===== src/rtl/reg_banq_seq.sv =====
// Instruction sequencer for the complex register bank: decodes 32-bit instructions,
// issues a bank read, optionally runs the external ALU, then schedules the writeback.
module reg_banq_seq #(
    parameter int unsigned TIMEOUT = 16,
    parameter int unsigned CNT_W   = 16
) (
    input  logic             clock,
    input  logic             reset,
    input  logic             instr_valid,
    output logic             instr_ready,
    input  logic [31:0]      instr,
    output logic             enrregA,
    output logic             enrregB,
    output logic [3:0]       seloutA,
    output logic [3:0]       seloutB,
    output logic             cnstA,
    output logic             cnstB,
    output logic             regwen,
    output logic [3:0]       selwreg,
    output logic [1:0]       endwreg,
    output logic             wb_sel,
    output logic             alu_start,
    output logic [3:0]       alu_op,
    input  logic             alu_done,
    input  logic             resume,
    output logic             busy,
    output logic             halted,
    output logic             err_timeout,
    output logic [CNT_W-1:0] retired
);

    localparam int unsigned TO_W = $clog2(TIMEOUT);
    localparam logic [3:0]  OP_NOP  = 4'd0;
    localparam logic [3:0]  OP_MOVA = 4'd1;
    localparam logic [3:0]  OP_HALT = 4'd15;

    typedef struct packed {
        logic [3:0] op;
        logic [3:0] dest;
        logic [3:0] src_a;
        logic [3:0] src_b;
        logic       c_a;
        logic       c_b;
        logic [1:0] endw;
    } fields_t;

    typedef enum logic [2:0] {
        S_IDLE,
        S_READ,
        S_ISSUE,
        S_WAIT,
        S_WB,
        S_HALTED
    } state_t;

    state_t            state_q, state_d;
    fields_t           fld_q, fld_d;
    logic [TO_W-1:0]   tcnt_q, tcnt_d;
    logic              ret_inc, err_set;
    logic              instr_ready_d, enrreg_d, regwen_d, alu_start_d;
    logic              busy_d, halted_d, wb_sel_d;
    logic              instr_unused;

    assign instr_unused = ^instr[11:0];

    // Latched fields drive the bank/ALU selects directly between accepts.
    assign seloutA = fld_q.src_a;
    assign seloutB = fld_q.src_b;
    assign cnstA   = fld_q.c_a;
    assign cnstB   = fld_q.c_b;
    assign selwreg = fld_q.dest;
    assign endwreg = fld_q.endw;
    assign alu_op  = fld_q.op;

    // Next state plus next-cycle values of the state-decoded outputs.
    always_comb begin
        state_d       = state_q;
        fld_d         = fld_q;
        tcnt_d        = tcnt_q;
        ret_inc       = 1'b0;
        err_set       = 1'b0;

        case (state_q)
            S_IDLE: begin
                if (instr_valid) begin
                    fld_d = fields_t'(instr[31:12]);
                    case (instr[31:28])
                        OP_NOP:  ret_inc = 1'b1;
                        OP_HALT: begin
                            ret_inc = 1'b1;
                            state_d = S_HALTED;
                        end
                        default: state_d = S_READ;
                    endcase
                end
            end
            S_READ:  state_d = S_ISSUE;
            S_ISSUE: begin
                if (fld_q.op == OP_MOVA) begin
                    state_d = S_WB;
                end else begin
                    tcnt_d  = '0;
                    state_d = S_WAIT;
                end
            end
            S_WAIT: begin
                // A done on the final allowed cycle still wins over the abort.
                if (alu_done) begin
                    state_d = S_WB;
                end else if (tcnt_q == TO_W'(TIMEOUT - 1)) begin
                    err_set = 1'b1;
                    state_d = S_IDLE;
                end else begin
                    tcnt_d = tcnt_q + TO_W'(1);
                end
            end
            S_WB: begin
                ret_inc = 1'b1;
                state_d = S_IDLE;
            end
            S_HALTED: begin
                if (resume) state_d = S_IDLE;
            end
            default: state_d = S_IDLE;
        endcase

        instr_ready_d = (state_d == S_IDLE);
        enrreg_d      = (state_d == S_READ);
        regwen_d      = (state_d == S_WB);
        alu_start_d   = (state_d == S_ISSUE) && (fld_d.op != OP_MOVA);
        busy_d        = (state_d != S_IDLE) && (state_d != S_HALTED);
        halted_d      = (state_d == S_HALTED);
        wb_sel_d      = (fld_d.op > OP_MOVA) && (fld_d.op < OP_HALT);
    end

    always_ff @(posedge clock or posedge reset) begin
        if (reset) begin
            state_q     <= S_IDLE;
            fld_q       <= '0;
            tcnt_q      <= '0;
            retired     <= '0;
            err_timeout <= 1'b0;
            instr_ready <= 1'b1;
            enrregA     <= 1'b0;
            enrregB     <= 1'b0;
            regwen      <= 1'b0;
            alu_start   <= 1'b0;
            busy        <= 1'b0;
            halted      <= 1'b0;
            wb_sel      <= 1'b0;
        end else begin
            state_q     <= state_d;
            fld_q       <= fld_d;
            tcnt_q      <= tcnt_d;
            if (ret_inc) retired <= retired + CNT_W'(1);
            if (err_set) err_timeout <= 1'b1;
            instr_ready <= instr_ready_d;
            enrregA     <= enrreg_d;
            enrregB     <= enrreg_d;
            regwen      <= regwen_d;
            alu_start   <= alu_start_d;
            busy        <= busy_d;
            halted      <= halted_d;
            wb_sel      <= wb_sel_d;
        end
    end

endmodule

===== config.mk =====
export PLATFORM = sky130hd
export DESIGN_NAME = reg_banq_seq
export DESIGN_NICKNAME = d
export VERILOG_FILES = /design/src/rtl/reg_banq_seq.sv
export SDC_FILE = /design/constraint.sdc
export NUM_CORES = 1
export LEC_CHECK = 0
export ABC_CLOCK_PERIOD_IN_PS = 2100
export BUFFER_PORTS_ARGS = -buffer_cell sky130_fd_sc_hd__buf_2
export CAP_MARGIN = 25
export CORE_AREA = 2 2 98 100
export CTS_CLUSTER_DIAMETER = 60
export CTS_CLUSTER_SIZE = 24
export DETAILED_ROUTE_END_ITERATION = 7
export DIE_AREA = 0 0 100 102
export MAX_ROUTING_LAYER = met4
export PLACE_DENSITY = 0.55
export SLEW_MARGIN = 25
export SYNTH_ARGS = -nofsm -noshare
export SYNTH_HDL_FRONTEND = slang
export SYNTH_SLANG_ARGS = --single-unit

===== constraint.sdc =====
create_clock -name clock -period 2.1 [get_ports clock]
set_input_delay 0 -clock clock [delete_from_list [all_inputs] [get_ports clock]]
set_output_delay 0 -clock clock [all_outputs]
set_load 0.02 [all_outputs]

==> results of run 1 <==
state kept, by name, summed over array words and instances, names as in the netlist, 2 cells and up:
register	cells
tcnt_q	4
alu_op	4
state_q	3
retired	16
seloutB	4
seloutA	4
selwreg	4
endwreg	2
cell type report:
| cell class | count | area [µm²] |
|---|---|---|
| well taps | 111 | 139 |
| clock inverters | 1 | 7.51 |
| clock buffers | 7 | 96.3 |
| repair buffers | 94 | 581 |
| fillers | 953 | 6120 |
| multi-input cells | 142 | 855 |
| inverters | 9 | 33.8 |
| flip-flops and latches | 51 | 1280 |
per-stage QoR:
stage / cell area (µm²) / total power (µW) / worst slack, ns / instances
floorplan: 2230 / 2550 / 0.234 / 210
global placement: 2700 / 2980 / 0.284 / 388
detailed placement: 2700 / 3010 / 0.280 / 388
CTS: 2990 / 3680 / 0.230 / 415
global route: 2990 / 3910 / 0.151 / 415
finish: 2990 / 3650 / 0.237 / 415
cell usage after synthesis:
| cell | n |
|---|---|
| nand2_1 | 55 |
| nand3_1 | 9 |
| a211oi_1 | 1 |
| buf_2 | 1 |
| a2111oi_4 | 1 |
| nand3b_1 | 1 |
| mux2_2 | 1 |
| o21ai_0 | 3 |
| mux2i_1 | 4 |
| buf_6 | 4 |
| nor3b_2 | 1 |
| nor2b_1 | 1 |
| or4b_4 | 1 |
| nand4_1 | 12 |
| dfstp_2 | 1 |
| clkbuf_1 | 2 |
| nor2_1 | 7 |
| nand2b_1 | 4 |
| a31o_2 | 1 |
| xnor2_1 | 14 |
| or4b_2 | 1 |
| ha_1 | 2 |
| or4_4 | 1 |
| a41oi_1 | 1 |
| a31oi_1 | 2 |
| or2_2 | 1 |
| and3_1 | 5 |
| nor3_1 | 1 |
| xor2_1 | 3 |
| or2b_1 | 1 |
| o21bai_1 | 2 |
| inv_1 | 9 |
| a21oi_1 | 2 |
| o21a_1 | 1 |
| dfrtp_1 | 50 |
| buf_4 | 1 |
| and3b_1 | 1 |
| o41a_1 | 1 |
| nor3b_1 | 1 |
final timing paths:
check	end	slack [ns]	cells past startpoint
worst max-delay path	retired[8]$_DFFE_PP0P_	0.24	7
worst min-delay path	alu_op[0]$_DFF_PP0_	0.01	3
worst max register to register	alu_start$_DFF_PP0_	0.27	4
worst min register to register	seloutA[0]$_DFFE_PP0P_	0.48	2
max in group asynchronous	tcnt_q[2]$_DFFE_PP0P_	1.30	4
min in group asynchronous	endwreg[1]$_DFFE_PP0P_	0.21	3
cells by family (layout without fill, tap and decap cells):
| kind of cell | count (synthesis) | in the layout |
|---|---|---|
| buffers and inverters | 17 | 111 |
| adders and majority gates | 2 | 2 |
| and+or+nand+nor | 103 | 103 |
| xor gates and xnor gates | 17 | 17 |
| muxes | 5 | 5 |
| DFF | 51 | 51 |
| AOI/OAI and AO/OA | 15 | 15 |
metal layers:
| metal | up-vias | GRT usage, % |
|---|---|---|
| li1 | 890 | - |
| met3 | 3 | 2.46 |
| met2 | 60 | 18.4 |
| met4 | 0 | 2.53 |
| met1 | 841 | 14.6 |
| met5 | - | - |
report_power, final:
| part | total (µW) | switching [µW] | internal [µW] |
|---|---|---|---|
| logic | 1470 | 924 | 547 |
| registers | 1530 | 235 | 1300 |
| clock network | 639 | 338 | 301 |
| total | 3650 | 1500 | 2150 |
tightest hold or removal path, stage by stage:
cell	delay, ns
buf_2	0.11
mux2i_1	0.10
inv_1	0.07
what timing repair did:
action | in CTS | in global routing
setup endpoints to repair | 0 | 0
endpoints found under the hold margin | 32 | 0
hold buffers | 19 | 0
layout by cell type (no fill, tap or decap), types with 2 or more instances in the layout:
master         count
mux2i_1            4
inv_1              8
buf_4              6
buf_2             69
a21oi_1            2
and3_1             5
ha_1               2
o21ai_0            3
nand2b_1           4
dfrtp_1           50
nor2_1             7
xnor2_1           14
o21bai_1           2
a31oi_1            2
clkbuf_8           7
nand4_1           12
xor2_1             3
nand3_1            9
nand2_1           55
dlygate4sd3_1     19
==> results by group, run 1 <==
Finish
  – ANT cells: 0
  – Fin nets: 342
  – Layout area overhead: 34.0%
  – Core Util, Final: 32.8%
  – Layout cell share with drive strength beyond 1: 30.6%

Routing
  – WL final: 5500 µm
  – DR pass1 iterations: 4
  – Vias per std cell: 4.32
  – ANT nets after route: 0
  – Top Layer Used: met4
  – Total number of vias: 1794
  – DRC: 0
  – Met2 WL: 2600 µm
  – Met1 WL: 2610 µm
  – Length of routed met3 wiring: 273 µm
  – Iteration-0 DRC Markers: 64
  – Drt wl/cell: 13.3 µm

Logic synthesis
  – Mapped Area: 2230 µm²
  – Post-Syn Instances: 210
  – Sequential cell area fraction in the yosys report: 57.3%
  – Compound-cell area share of the yosys netlist: 5.55%
  – Largest family of logic cells by synthesized area: simple AND/OR/NAND/NOR gates
  – Yosys reg bits: 51
  – Post-Syn Area per Cell: 10.6 µm²
  – Post-Synth XOR/XNOR Area: 6.67%
  – Post-synthesis adder-cell area fraction: 1.12%
  – Synth top area share: 56.1%
  – Synth area leaders: dfrtp_1, nand2_1, xnor2_1
  – Post-synthesis net count: 249
  – Count of cell types in the netlist: 39
  – Simple-gate share of the synthesized area: 22.7%
  – Mux share of post-synthesis cell area: 2.30%
  – Synth area leader: dfrtp_1
  – Syn. warnings: 0

GRT
  – Vias in the first global route: 1746
  – Initial antenna violation count: 0
  – Pin count of the biggest net entering global routing: 20
  – First-pass GRT wire length: 8800 µm
  – Grt total ovfl: 0
  – All-Layer GR Usage: 11.3%

Clock tree
  – Post-CTS Resized: 0
  – Total CTS buffers: 5
  – Worst-Skew Late Latency: 0.30 ns
  – Clk sink count: 51
  – TritonCTS clock tree: yes
  – H-Tree Depth: 2
  – Post CTS Setup Buffer Count: 0
  – Clk slew on worst S/H paths: 0.10 ns
  – Max Buffers Root-to-Sink: 2
  – CTS root buf: clkbuf_8

Placed design
  – Routability cong.: 0.739
  – Count of port buffers added during placement: 69
  – Post-DP HPWL: 3870 µm

Timing
  – Setup violators final: 0
  – Fin crit share: 88.7%
  – WHS: 0.00956 ns
  – RSZ-0062 raised after global routing: false
  – Skew final: 0.00463 ns
  – Achievable Freq: 537 MHz
  – Setup TNS Final: 0 ns
  – Final hold violation count: 0
  – Final Max Tran Viols: 0
  – Slew HR: 72.6%
  – Min Tclk post-route: 1.86 ns
  – Worst slew pin tran: 0.406 ns

Setup path
  – Slowest stage delay, CP: 0.55 ns
  – Data arrival, critical path: 2.06 ns
  – Critical Path Fanout Max: 12
  – CP delay by family, top: buffers and inverters
  – Crit-path slowest cell: or4_4
  – Critical path origin: instr[29]
  – Reg2reg start: state_q[0]$_DFF_PP0_
  – CP Class: in2reg
  – Crit end category: flop
  – Startpoint types: primary input
  – Critical-path cell list: dlygate4sd3_1 > buf_2 > or4_4 > a2111oi_4 > buf_4 > nand4_1 > xnor2_1
  – WP buf/inv: 3
  – CP required: 2.29 ns

Power
  – P_leak: 0.00154 µW
  – Pwr/cell area: 1220 nW/µm²
  – Peak VDD IR: 0.422 mV

Worst hold path
  – Hold Crit Class: in2reg
  – Hold Startpoint: instr[28]

Status
  – Status: completed

Floorplan
  – Die Span Y: 102 µm
  – Number of cell rows: 35
  – Die area: 10200 µm²
  – I/O pin total: 82
  – Initial Utilization: 24.5%
  – Die X: 100 µm
  – Core area: 9110 µm²

Flow run
  – Max_cap viols: 0
Power figures use the tool's default switching activity.
==> run 2: changes to the inputs <==
==> config.mk (replaced) <==
export PLATFORM = sky130hd
export DESIGN_NAME = reg_banq_seq
export DESIGN_NICKNAME = d
export VERILOG_FILES = /design/src/rtl/reg_banq_seq.sv
export SDC_FILE = /design/constraint.sdc
export NUM_CORES = 1
export LEC_CHECK = 0
export ABC_CLOCK_PERIOD_IN_PS = 1700
export BUFFER_PORTS_ARGS = -buffer_cell sky130_fd_sc_hd__buf_2
export CAP_MARGIN = 25
export CORE_AREA = 2 2 75 77
export CTS_CLUSTER_DIAMETER = 60
export CTS_CLUSTER_SIZE = 24
export DETAILED_ROUTE_END_ITERATION = 7
export DIE_AREA = 0 0 77 79
export MAX_ROUTING_LAYER = met4
export PLACE_DENSITY = 0.83
export SLEW_MARGIN = 25
export SYNTH_ARGS = -nofsm -noshare
export SYNTH_HDL_FRONTEND = slang
export SYNTH_SLANG_ARGS = --single-unit
==> constraint.sdc (replaced) <==
create_clock -name clock -period 1.7 [get_ports clock]
set_input_delay 0 -clock clock [delete_from_list [all_inputs] [get_ports clock]]
set_output_delay 0 -clock clock [all_outputs]
set_load 0.02 [all_outputs]
==> run 2 against run 1 <==
  * Worst hold slack improved by 0.056 ns
  * Cell count shrank 6.3%
  * Highest routed layer unchanged
  * Clock skew grew 0.0024 ns
  * Combinational power increased by 44%
  * Count of clock-buffer cells in the layout fell by 1
  * Critical path depth fell by 4
  * The run now ends with negative setup slack left
  * Largest power group is now combinational logic
  * Sequential share of layout area shrank 1.6 points
  * Largest cell class unchanged
  * Register-to-register slack worse by 0.31 ns
  * Sequential power up 21%
  * First-iteration DRC count up 1.6%
==> results by group, run 2 (synthesized netlist as in run 1, its figures left out) <==
Clock tree
  – CTS root buf: clkbuf_8
  – Clk sink count: 51 (unchanged)
  – Total CTS buffers: 5 (unchanged)
  – Max Buffers Root-to-Sink: 2 (unchanged)
  – TritonCTS clock tree: yes
  – Worst-Skew Late Latency: 0.31 ns (about the same)
  – H-Tree Depth: 2 (unchanged)
  – Clk slew on worst S/H paths: 0.09 ns (about the same)

Placed design
  – Routability cong.: 0.797 (+7.9%)
  – Count of port buffers added during placement: 69 (unchanged)
  – Post-DP HPWL: 3540 µm (-8.6%)

GRT
  – First-pass GRT wire length: 8540 µm (-3.0%)
  – Vias in the first global route: 1868 (+7.0%)
  – Initial antenna violation count: 0 (unchanged)
  – Grt total ovfl: 0 (unchanged)
  – Pin count of the biggest net entering global routing: 38 (+90%)
  – All-Layer GR Usage: 18.4% (+7.1 points)

Floorplan
  – I/O pin total: 82 (unchanged)
  – Die area: 6080 µm² (-40%)
  – Core area: 5340 µm² (-41%)
  – Die Span Y: 79 µm (-23%)
  – Number of cell rows: 27 (-23%)
  – Die X: 77 µm (-23%)
  – Initial Utilization: 41.8% (+17 points)

Status
  – Status: complete, but fails checks
  – Failing checks: negative setup slack

Power
  – Pwr/cell area: 1560 nW/µm² (+28%)
  – P_leak: 0.00161 µW (+4.9%)
  – Peak VDD IR: 0.992 mV (+140%)

Setup path
  – Data arrival, critical path: 1.93 ns (-0.13 ns)
  – CP delay by family, top: simple AND/OR/NAND/NOR gates
  – CP Class: reg2reg
  – Reg-to-reg endpoint: wb_sel$_DFF_PP0_
  – Critical Path Fanout Max: 7 (-5)
  – R2R depth: 3 (-1)
  – R2R setup slack: -0.04 ns (-0.31 ns)
  – CP required: 1.89 ns (-0.40 ns)
  – Crit-path slowest cell: or4b_4
  – Crit end category: flop
  – Reg2reg start: state_q[1]$_DFF_PP0_
  – WP buf/inv: 0 (-3)
  – Startpoint types: flop
  – Critical-path cell list: or4b_4 > mux2i_2 > o41a_1
  – Slowest stage delay, CP: 0.60 ns (+0.05 ns)

Finish
  – Most flop-heavy register: retired
  – Filler cells: 470 (-51%)
  – ANT cells: 0 (unchanged)
  – Number of flip-flops in the largest register: 16 (unchanged)
  – Layout cell share with drive strength beyond 1: 34.1% (+3.5 points)
  – Commonest non-fill, non-tap cell in the layout: buf_2
  – Layout area overhead: 39.3%
  – Fin nets: 355 (+3.8%)
  – Core Util, Final: 58.2% (+25 points)
  – Most frequent cells in the layout: buf_2, nand2_1, dfrtp_1, dlygate4sd3_1, xnor2_1

Timing
  – Achievable Freq: 575 MHz
  – Final setup margin: -0.0383 ns (-0.275 ns)
  – Slew HR: 77.0% (+4.4 points)
  – Final hold violation count: 0 (unchanged)
  – Min Tclk post-route: 1.74 ns
  – Fin crit share: 102%
  – WHS: 0.0654 ns (+0.0559 ns)
  – Final Max Tran Viols: 0 (unchanged)
  – RSZ-0062 raised after global routing: true
  – Worst slew pin tran: 0.344 ns (-0.0615 ns)
  – Setup violators final: 2 (+2)
  – Skew final: 0.00701 ns (+0.00238 ns)

Routing
  – ANT nets after route: 0 (unchanged)
  – WL final: 5270 µm (-4.3%)
  – Total number of vias: 1873 (+4.4%)
  – Drt wl/cell: 13.5 µm (+2.1%)
  – Iteration-0 DRC Markers: 65 (+1.6%)
  – DR pass1 iterations: 4 (unchanged)
  – Vias per std cell: 4.81 (+11%)
  – DRC: 0 (unchanged)

Flow run
  – Max_cap viols: 0 (unchanged)

Worst hold path
  – Hold path endpoint: halted$_DFF_PP0_
  – Hold Startpoint: instr[28]
  – Hold Crit Class: in2reg
  – Hold depth: 3 (unchanged)
run 2: cell types whose count changed in the layout (fill, tap and decap cells not counted), sizes merged:
cell and change:
dlygate4sd3 +2, bufinv +1, clkinvlp -1, buf +11, inv +1, clkbuf -1
run 2: worst max-delay path by stage:
stage                          from                endpoint  cells after the start
6_report       state_q[1]$_DFF_PP0_        wb_sel$_DFF_PP0_                      3
5_1_grt        state_q[1]$_DFF_PP0_     alu_start$_DFF_PP0_                      4
4_1_cts        state_q[0]$_DFF_PP0_        wb_sel$_DFF_PP0_                      3
3_5_place_dp   state_q[1]$_DFF_PP0_     alu_start$_DFF_PP0_                      4
3_3_place_gp   state_q[1]$_DFF_PP0_  retired[1]$_DFFE_PP0P_                      5
2_1_floorplan  state_q[0]$_DFF_PP0_        wb_sel$_DFF_PP0_                      6
run 2: what timing repair did:
item	CTS	global route
setup endpoints to repair	3	24
cloned	0	1
setup buffers	1	2
hold endpoints to repair	71	0
pin swaps	1	4
resized for setup	2	8
hold buffers	21	0
run 2: final cells by class:
type	count	area, µm²	share of cell area, %
Inverter	9	33.8	1.09
Clock buffer	6	82.6	2.66
Tap cell	72	90.1	2.90
Timing Repair Buffer	107	707	22.8
Clock inverter	2	38.8	1.25
Sequential cell	51	1280	41.1
Multi-Input combinational cell	142	877	28.2
run 2: power by group:
group / switching (µW) / leakage [µW] / internal (µW)
clock network: 404 / 0.0000618 / 484
registers: 239 / 0.000656 / 1610
logic: 1260 / 0.000892 / 851
run 2: worst register-to-register path: stages, from the launching register on:
cell	delay [ns]
dfrtp_1	0.41
or4b_4	0.60
mux2i_2	0.21
o41a_1	0.42
run 2: metrics by stage:
| stage | TNS (ns) | setup WS (ns) | area [µm²] | std cells | total power [µW] |
|---|---|---|---|---|---|
| after detailed placement | -0.0573 | -0.0376 | 2710 | 356 | 3830 |
| after CTS | -0.0344 | -0.0243 | 3060 | 386 | 4780 |
| after global placement | 0 | 0.00762 | 2710 | 356 | 3740 |
| after floorplan | -0.313 | -0.166 | 2230 | 210 | 3150 |
| after global routing | -0.308 | -0.121 | 3110 | 389 | 5180 |
| final | -0.0595 | -0.0383 | 3110 | 389 | 4850 |
run 2: per-layer routing:
metal / part of all wire (%) / vias up / wire [µm] / track usage [%]
li1: - / 914 / - / -
met1: 43 / 897 / 2270 / 21.3
met2: 51 / 57 / 2670 / 33.0
met3: 5.2 / 5 / 276 / 4.32
met4: 0.93 / 0 / 49 / 4.29
met5: 0 / - / 0 / -
